<file path="config.mk">
export PLATFORM = sky130hd
export DESIGN_NAME = instr_encoder
export DESIGN_NICKNAME = d
export VERILOG_FILES = /design/src/rtl/isa_pkg.sv /design/src/rtl/instr_pack.sv /design/src/rtl/instr_encoder.sv
export SDC_FILE = /design/constraint.sdc
export NUM_CORES = 1
export LEC_CHECK = 0
export CORE_UTILIZATION = 40
export DETAILED_ROUTE_END_ITERATION = 8
export GPL_ROUTABILITY_DRIVEN = 0
export PLACE_DENSITY_LB_ADDON = 0.12
export SLEW_MARGIN = 30
export SYNTH_ARGS = -nofsm -noshare
export SYNTH_HDL_FRONTEND = slang
export SYNTH_HIERARCHICAL = 1
export SYNTH_SLANG_ARGS = --single-unit
</file>
<file path="constraint.sdc">
create_clock -name clk -period 3.2 [get_ports clk]
set_input_delay 0.64 -clock clk [delete_from_list [all_inputs] [get_ports clk]]
set_output_delay 0.64 -clock clk [all_outputs]
set_load 0.01 [all_outputs]
</file>
<file path="src/rtl/isa_pkg.sv">
// Shared ISA definitions for the 9-bit machine word: type codes, opcodes, field widths.
// Imported by both the control decoder and the program-loader encoder.
package isa_pkg;

  localparam int TYPE_W = 2;
  localparam int OP_W   = 3;
  localparam int OPND_W = 6;
  localparam int WORD_W = 9;

  typedef enum logic [1:0] {
    TYPE_MATH   = 2'b00,
    TYPE_COND   = 2'b01,
    TYPE_ASSIGN = 2'b10,
    TYPE_VALUE  = 2'b11
  } itype_e;

  typedef enum logic [2:0] {
    MATH_ADD = 3'b000,
    MATH_SUB = 3'b001,
    MATH_AND = 3'b010,
    MATH_OR  = 3'b011,
    MATH_XOR = 3'b100,
    MATH_SHL = 3'b101,
    MATH_SHR = 3'b110,
    MATH_NOT = 3'b111
  } math_op_e;

  typedef enum logic [1:0] {
    COND_BL  = 2'b00,
    COND_BG  = 2'b01,
    COND_BNE = 2'b10,
    COND_BEQ = 2'b11
  } cond_op_e;

  // 001, 110 and 111 are reserved in the assign class
  typedef enum logic [2:0] {
    ASG_LI    = 3'b000,
    ASG_LOAD  = 3'b010,
    ASG_STORE = 3'b011,
    ASG_CMP   = 3'b100,
    ASG_NOP   = 3'b101
  } assign_op_e;

  typedef enum logic {
    VAL_MOV = 1'b0,
    VAL_JMP = 1'b1
  } value_op_e;

  typedef enum logic [1:0] {
    S_IDLE  = 2'b00,
    S_LOAD  = 2'b01,
    S_WRITE = 2'b10,
    S_DONE  = 2'b11
  } enc_state_e;

endpackage

</file>
<file path="src/rtl/instr_pack.sv">
// Combinational packer: symbolic (type, op, operand) -> 9-bit machine word plus legality.
// Kept free of state so it can double as a reference model.
module instr_pack
  import isa_pkg::*;
(
  input  logic [TYPE_W-1:0] itype,
  input  logic [OP_W-1:0]   op,
  input  logic [OPND_W-1:0] operand,
  output logic [WORD_W-1:0] word,
  output logic              legal
);

  always_comb begin
    word  = '0;
    legal = 1'b0;
    unique case (itype_e'(itype))
      TYPE_MATH: begin
        word  = {itype, op, operand[3:0]};
        legal = (operand[5:4] == 2'b00);
      end
      TYPE_COND: begin
        word  = {itype, op[1:0], operand[4:0]};
        legal = !op[2] && !operand[5];
      end
      TYPE_ASSIGN: begin
        word  = {itype, op, operand[3:0]};
        legal = (assign_op_e'(op) inside {ASG_LI, ASG_LOAD, ASG_STORE, ASG_CMP, ASG_NOP})
                && (operand[5:4] == 2'b00);
      end
      TYPE_VALUE: begin
        word  = {itype, op[0], operand};
        legal = (op[2:1] == 2'b00);
      end
      default: ;
    endcase
  end

endmodule

</file>
<file path="src/rtl/instr_encoder.sv">
// Program loader: encodes a valid/ready stream of symbolic instructions and writes
// the packed words sequentially into instruction memory, rejecting illegal beats.
module instr_encoder
  import isa_pkg::*;
#(
  parameter int AW    = 8,
  parameter int DEPTH = 256
) (
  input  logic              clk,
  input  logic              reset_n,
  input  logic              start,
  input  logic              in_valid,
  output logic              in_ready,
  input  logic [1:0]        in_type,
  input  logic [2:0]        in_op,
  input  logic [5:0]        in_operand,
  input  logic              in_last,
  output logic              im_we,
  output logic [AW-1:0]     im_addr,
  output logic [8:0]        im_wdata,
  output logic [AW:0]       word_cnt,
  output logic [7:0]        err_cnt,
  output logic              error,
  output logic              full,
  output logic              done
);

  localparam logic [AW:0] DEPTH_CNT = (AW+1)'(DEPTH);
  localparam logic [AW:0] CNT_ONE   = (AW+1)'(1);

  enc_state_e        state;
  logic [AW-1:0]     ptr;
  logic              last_q;
  logic [WORD_W-1:0] word;
  logic              legal;
  logic              accept;
  logic [AW:0]       cnt_nxt;

  instr_pack u_pack (
    .itype   (in_type),
    .op      (in_op),
    .operand (in_operand),
    .word    (word),
    .legal   (legal)
  );

  // A start pulse wins over a beat in the same cycle, so the beat must not be consumed.
  assign in_ready = (state == S_LOAD) && !full && !start;
  assign accept   = in_valid && in_ready;
  assign cnt_nxt  = word_cnt + CNT_ONE;

  always_ff @(posedge clk or negedge reset_n) begin
    if (!reset_n) begin
      state    <= S_IDLE;
      ptr      <= '0;
      last_q   <= 1'b0;
      im_we    <= 1'b0;
      im_addr  <= '0;
      im_wdata <= '0;
      word_cnt <= '0;
      err_cnt  <= '0;
      error    <= 1'b0;
      full     <= 1'b0;
      done     <= 1'b0;
    end else begin
      im_we <= 1'b0;
      if (start) begin
        state    <= S_LOAD;
        ptr      <= '0;
        word_cnt <= '0;
        err_cnt  <= '0;
        error    <= 1'b0;
        full     <= 1'b0;
        done     <= 1'b0;
      end else begin
        unique case (state)
          S_IDLE: ;
          S_LOAD: begin
            if (accept) begin
              if (legal) begin
                im_we    <= 1'b1;
                im_addr  <= ptr;
                im_wdata <= word;
                last_q   <= in_last;
                state    <= S_WRITE;
              end else begin
                if (err_cnt != 8'hFF) err_cnt <= err_cnt + 8'd1;
                error <= 1'b1;
                if (in_last) begin
                  state <= S_DONE;
                  done  <= 1'b1;
                end
              end
            end
          end
          S_WRITE: begin
            ptr      <= ptr + 1'b1;
            word_cnt <= cnt_nxt;
            if (cnt_nxt == DEPTH_CNT) full <= 1'b1;
            if (last_q || (cnt_nxt == DEPTH_CNT)) begin
              state <= S_DONE;
              done  <= 1'b1;
            end else begin
              state <= S_LOAD;
            end
          end
          S_DONE: ;
          default: state <= S_IDLE;
        endcase
      end
    end
  end

endmodule

</file>
Yosys cells after proc, flatten, opt, wreduce, memory -nomap -nowiden
Cells that the tools add are included.
{"block": "classes", "addsub": 3, "n_eq_ne": 17, "n_mux": 34, "bitwise_logic": 1, "reduce_logical": 28}
{"cell": "two-way mux 8 bit", "count": 7}
{"cell": "one-hot mux 9 bit (3 select lines)", "count": 1}
{"cell": "two-way mux 9 bit", "count": 2}
{"cell": "adder 8 x 1 -> 8 bit (second input constant)", "count": 2}
{"cell": "two-way mux 1 bit", "count": 16}
{"cell": "inequality test 3 bit (second input constant)", "count": 4}
{"cell": "two-way mux 2 bit", "count": 5}
{"cell": "nonzero test 2 bit", "count": 5}
{"cell": "adder 9 x 1 -> 9 bit (second input constant)", "count": 1}
{"cell": "equality test 9 bit (second input constant)", "count": 1}
{"cell": "inequality test 8 bit (second input constant)", "count": 1}
{"cell": "AND reduction 4 bit", "count": 2}
{"cell": "equality test 2 bit (second input constant)", "count": 3}
{"cell": "equality test 3 x 2 -> 1 bit (second input constant)", "count": 2}
{"cell": "equality test 3 bit (second input constant)", "count": 2}
{"cell": "logical NOT 2 bit", "count": 3}
{"cell": "AND reduction 3 bit", "count": 2}
{"cell": "logical AND 1 bit", "count": 5}
{"cell": "AND reduction 5 bit", "count": 1}
{"cell": "nonzero test 5 bit", "count": 1}
{"cell": "equality test 2 x 1 -> 1 bit (second input constant)", "count": 2}
{"cell": "logical NOT 1 bit", "count": 4}
{"cell": "inequality test 4 bit (second input constant)", "count": 1}
{"cell": "one-hot mux 1 bit (4 select lines)", "count": 1}
{"cell": "9 further kinds", "count": 9}
{"block": "totals", "register_bits": 49, "inputBits": 16, "out_inout_bits": 39, "wordCells": 94}

Logic depth before layout (Yosys ltp)
{"block": "depth", "word_depth": 8, "depth_mapped": 8, "mapped_depth_nobuf": 7}

Cells and area by module
Netlist, hierarchy kept.
{"mod": "instr_encoder", "instances": 1, "cells_each": 224, "area_each_um2": 2388.5, "seq_area_each_um2": 1226.2}
{"mod": "instr_pack", "instances": 1, "cells_each": 21, "area_each_um2": 157.7, "seq_area_each_um2": 0.0}

Worst setup path after synthesis
Ideal clock, no wire load.
{"block": "synth_timing", "path_type": "input to register", "startpoint": "in in_type[0]", "endpoint": "reg err_cnt[4]", "setup_time_ns": 0.128, "t_arrival_ns": 2.346, "required_ns": 3.072, "path_slack_ns": 0.726, "cell_stages": 8, "n_path_buf": 2, "cell_sequence": "buf_6 nor4b_2 a21o_1 a21oi_1 or3_1 buf_2 nor4b_1 mux2_1"}
{"block": "synth_via", "elab_chain_cells": 4, "word_cells_on_any_way": 7, "classes_between": "eq/ne: 4; mux: 1; reduce/logical: 2"}
{"element": "from (decl)", "line_no": "instr_encoder.sv:14", "source": "input logic [1:0] in_type,"}
{"element": "equality test 2 bit (tied with other cells)", "line_no": "instr_pack.sv:16", "source": "unique case (itype_e'(itype))"}
{"element": "one-hot mux 1 bit (4 select lines) (*)", "line_no": "instr_pack.sv:16"}
{"element": "net legal", "line_no": "instr_encoder.sv:35", "source": "logic legal;"}
{"element": "inequality test 2 bit (no source line) (*)"}
{"element": "AND reduction 4 bit (no source line) (*)"}
{"element": "to (signal assigned)", "line_no": "instr_encoder.sv:87", "source": "if (err_cnt != 8'hFF) err_cnt <= err_cnt + 8'd1;"}
{"element": "to (decl)", "line_no": "instr_encoder.sv:22", "source": "output logic [7:0] err_cnt,"}
Mark *: on every way through the listed nets, which the timed path passes. The rest lies on a longest branch.
A chain may end at the register's enable or synchronous reset.

Worst setup path after layout
{"block": "layout_timing", "startpoint": "in start", "endpoint": "out in_ready"}
{"block": "layout_via", "elab_chain_cells": 2}
{"element": "from (decl)", "line_no": "instr_encoder.sv:11", "source": "input logic start,"}
{"element": "logical NOT 1 bit", "line_no": "instr_encoder.sv:48", "source": "assign in_ready = (state == S_LOAD) && !full && !start;"}
{"element": "logical AND 1 bit", "line_no": "instr_encoder.sv:48"}
{"element": "to (decl)", "line_no": "instr_encoder.sv:13", "source": "output logic in_ready,"}
No other way between the ends.

==> out/qor.yml <==
status: "complete, no violations"
crit_fanout: 2
cpMostUsedCell: "clkdlybuf4s50_1"
hold_violations: 0
synthXorXnorAreaFrac_pct: 4.47
antennaDiodeCount: 0
fp.dieArea_um2: 6690
p_leak_nw: 1.35
synthCells: 245
ys.flop_type: "dfrtp_1"
min_period_over_period_pct: 84.6
syn_area_um2: 2550
total_power_mw: 1.35
crit_path_top_delay_cell: "clkdlybuf4s50_1"
synth.top_cell.area_share_pct: 48.2
end_kind: "primary output"
crit_chain: "clkdlybuf4s50_1 > nor4b_1 > clkdlybuf4s50_1"
slew_headroom_pct: 61.1
area_delta_synth_final_pct: 25.5
cts_tree: "built"
worstPathRequired_ns: 2.56
via_per_inst: 5.33
h-tree-depth: 2
reg2reg_slack_ns: 1.19
syn_avg_cell_area_um2: 10.4
instances_no_fill: 369
antenna_left: 0
synth_top_cell_by_area: "dfrtp_1"
initial_core_util_pct: 42.3
nFillCells: 582
cts_resized: 0
io_pins: 55
place_area_um2: 3090
rows: 28
multi_input_area_um2: 1160
die-height_um: 81.8
holdWs_ns: 0.292
drt_wl_total_mm: 5.19
grt_pass1_vias: 1793
cts_sinks: 49
synth_simple_gate_area_share_pct: 18.6
ys_seq_area_share_pct: 48.2
drtIter0Drc: 86
ir_worst_vdd_uv: 215
cts_buffers: 5
io_buffers: 54
path_clk_slew_ns: 0.10
synth_top_family_by_area: "simple AND/OR/NAND/NOR gates"
synth-compound-area-share_pct: 10.1
vias: 1966
hpwl_mm: 3.58
fmax_mhz: 369
grt_overflow: 0
slew_violations: 0
synth_adder_area_share_pct: 1.97
finalInstanceArea_um2: 3200
start_kind: "primary input"
drive_gt1_share_pct: 12.9
rsz0062_at_grt: "no"
final_cell_mix: "53 x clkdlybuf4s50_1, 49 x dfrtp_1, 22 x nor2_1, 19 x mux2_2, 14 x a21oi_1"
muxShareOfSynthArea_pct: 10.5
period_minus_slack_ns: 2.71
worstSkewPairLatency_ns: 0.30
crit_type: "primary input to primary output"
grt_max_degree: 39
postSynth.asyncResetShare_pct: 100
grt_use_total_pct: 16.6
ys_seq_elements: 49
grt_pass1_wl_mm: 8.46
synth_area_leaders: "dfrtp_1 48%, mux2_2 8.4%, nor2_1 3.2%"
post-route-drc-count: 0
drv_cap: 0
power_density_nw_per_um2: 421
cts-root-buf: "clkbuf_8"
crit_arrival_ns: 2.07
final_common_cell: "clkdlybuf4s50_1"
tightest_slew_ns: 0.579
finClkSkew_ns: 0.0122
antenna_found_initial: 0
hold_path_class: "primary input to asynchronous set/reset pin"
cts.path.max_buffers: 2
die_w_um: 81.8
finalSetupViolCount: 0
synth_enable_flop_cells: 0
setup_tns_ns: 0
netlist-cell-type-count: 47
dp.cells: 361
hold_buffers: 0
core-area_um2: 6030
routedWlPerCell_um: 14.1
regArea_um2: 1230
cp_slowest_stage_delay_ns: 0.60
synth_nets: 265
cts_setup_buffers: 0
final_nets: 313
firstDrtPassIters: 4
yosys_warnings: 6
[stage by stage]
| stage | util [%] | setup slack (ns) |
|---|---|---|
| floorplan | - | 0.726 |
| finish | 53.0 | 0.491 |
| global placement | 51.3 | 0.225 |
| CTS | 53.0 | 0.421 |
| detailed placement | 51.3 | 0.136 |
| global route | 53.0 | 0.377 |
[layer usage]
layer | GRT usage, % | share of wire (%) | up-vias | routed length [um]
met5 | 0 | 0 | - | 0
met4 | 4.74 | 1.0 | 0 | 53
met3 | 3.78 | 3.9 | 4 | 204
met2 | 27.1 | 46 | 41 | 2410
met1 | 21.8 | 49 | 948 | 2530
li1 | - | - | 973 | -
[registers in the layout, summed over array words and instances, names as in the netlist]
| register | flops |
|---|---|
| done | 1 |
| err_cnt | 8 |
| error | 1 |
| full | 1 |
| im_addr | 8 |
| im_wdata | 9 |
| im_we | 1 |
| last_q | 1 |
| ptr | 8 |
| state | 2 |
| word_cnt | 9 |
[report_power, final]
group	total, mW	leakage, nW	internal (mW)	switching, mW
clock	0.394	0.0518	0.180	0.214
combinational	0.253	0.642	0.150	0.103
sequential	0.699	0.658	0.670	0.0290
[synthesized netlist by cell type (2+ instances only)]
cell type / n
dfrtp_1: 49
nor2_1: 22
mux2_2: 19
a21oi_1: 14
nand2_1: 12
nor3_1: 10
nand3_1: 9
inv_1: 8
nand4_1: 7
o21ai_0: 7
xnor2_1: 7
buf_4: 6
xor2_1: 6
buf_2: 5
clkbuf_1: 5
or3_1: 5
ha_1: 4
nor4_1: 4
and3_1: 3
mux2i_1: 3
nor2b_1: 3
a21o_1: 2
a311oi_1: 2
a31oi_1: 2
clkbuf_8: 2
mux2_1: 2
nand2b_1: 2
nand3b_1: 2
nor4b_1: 2
o22ai_1: 2
o31ai_1: 2
or4_1: 2
[area by class of cell]
| class | count | area share [%] |
|---|---|---|
| clock buffers | 6 | 2.58 |
| clock inverters | 2 | 0.548 |
| inverters | 8 | 0.940 |
| multi-input cells | 169 | 36.4 |
| flip-flops and latches | 49 | 38.4 |
| well taps | 75 | 2.94 |
| repair buffers | 60 | 18.2 |
[path summary, 6_finish.rpt]
kind	start	end	cells after the start
setup / recovery	start	in_ready	3
hold / removal	reset_n	im_addr[4]	1
setup reg to reg	word_cnt[0]	full	5
hold reg to reg	im_wdata[4]	im_wdata[4]	1
max in group asynchronous	reset_n	word_cnt[5]	2
min in group clk	im_wdata[4]	im_wdata[4]	1
[kinds of logic after synthesis]
kind of cell,Yosys count
compound gates,40
mux,24
xor+xnor,13
simple gates,88
flops,49
fa+ha+maj,4
buf+inv,27
[worst max-delay path: cells and delay by family]
| kind | cells | cell delay, ns |
|---|---|---|
| buffers and inverters | 2 | 1.06 |
| and+or+nand+nor | 1 | 0.37 |
No activity file was read; power rests on OpenSTA's default activity.
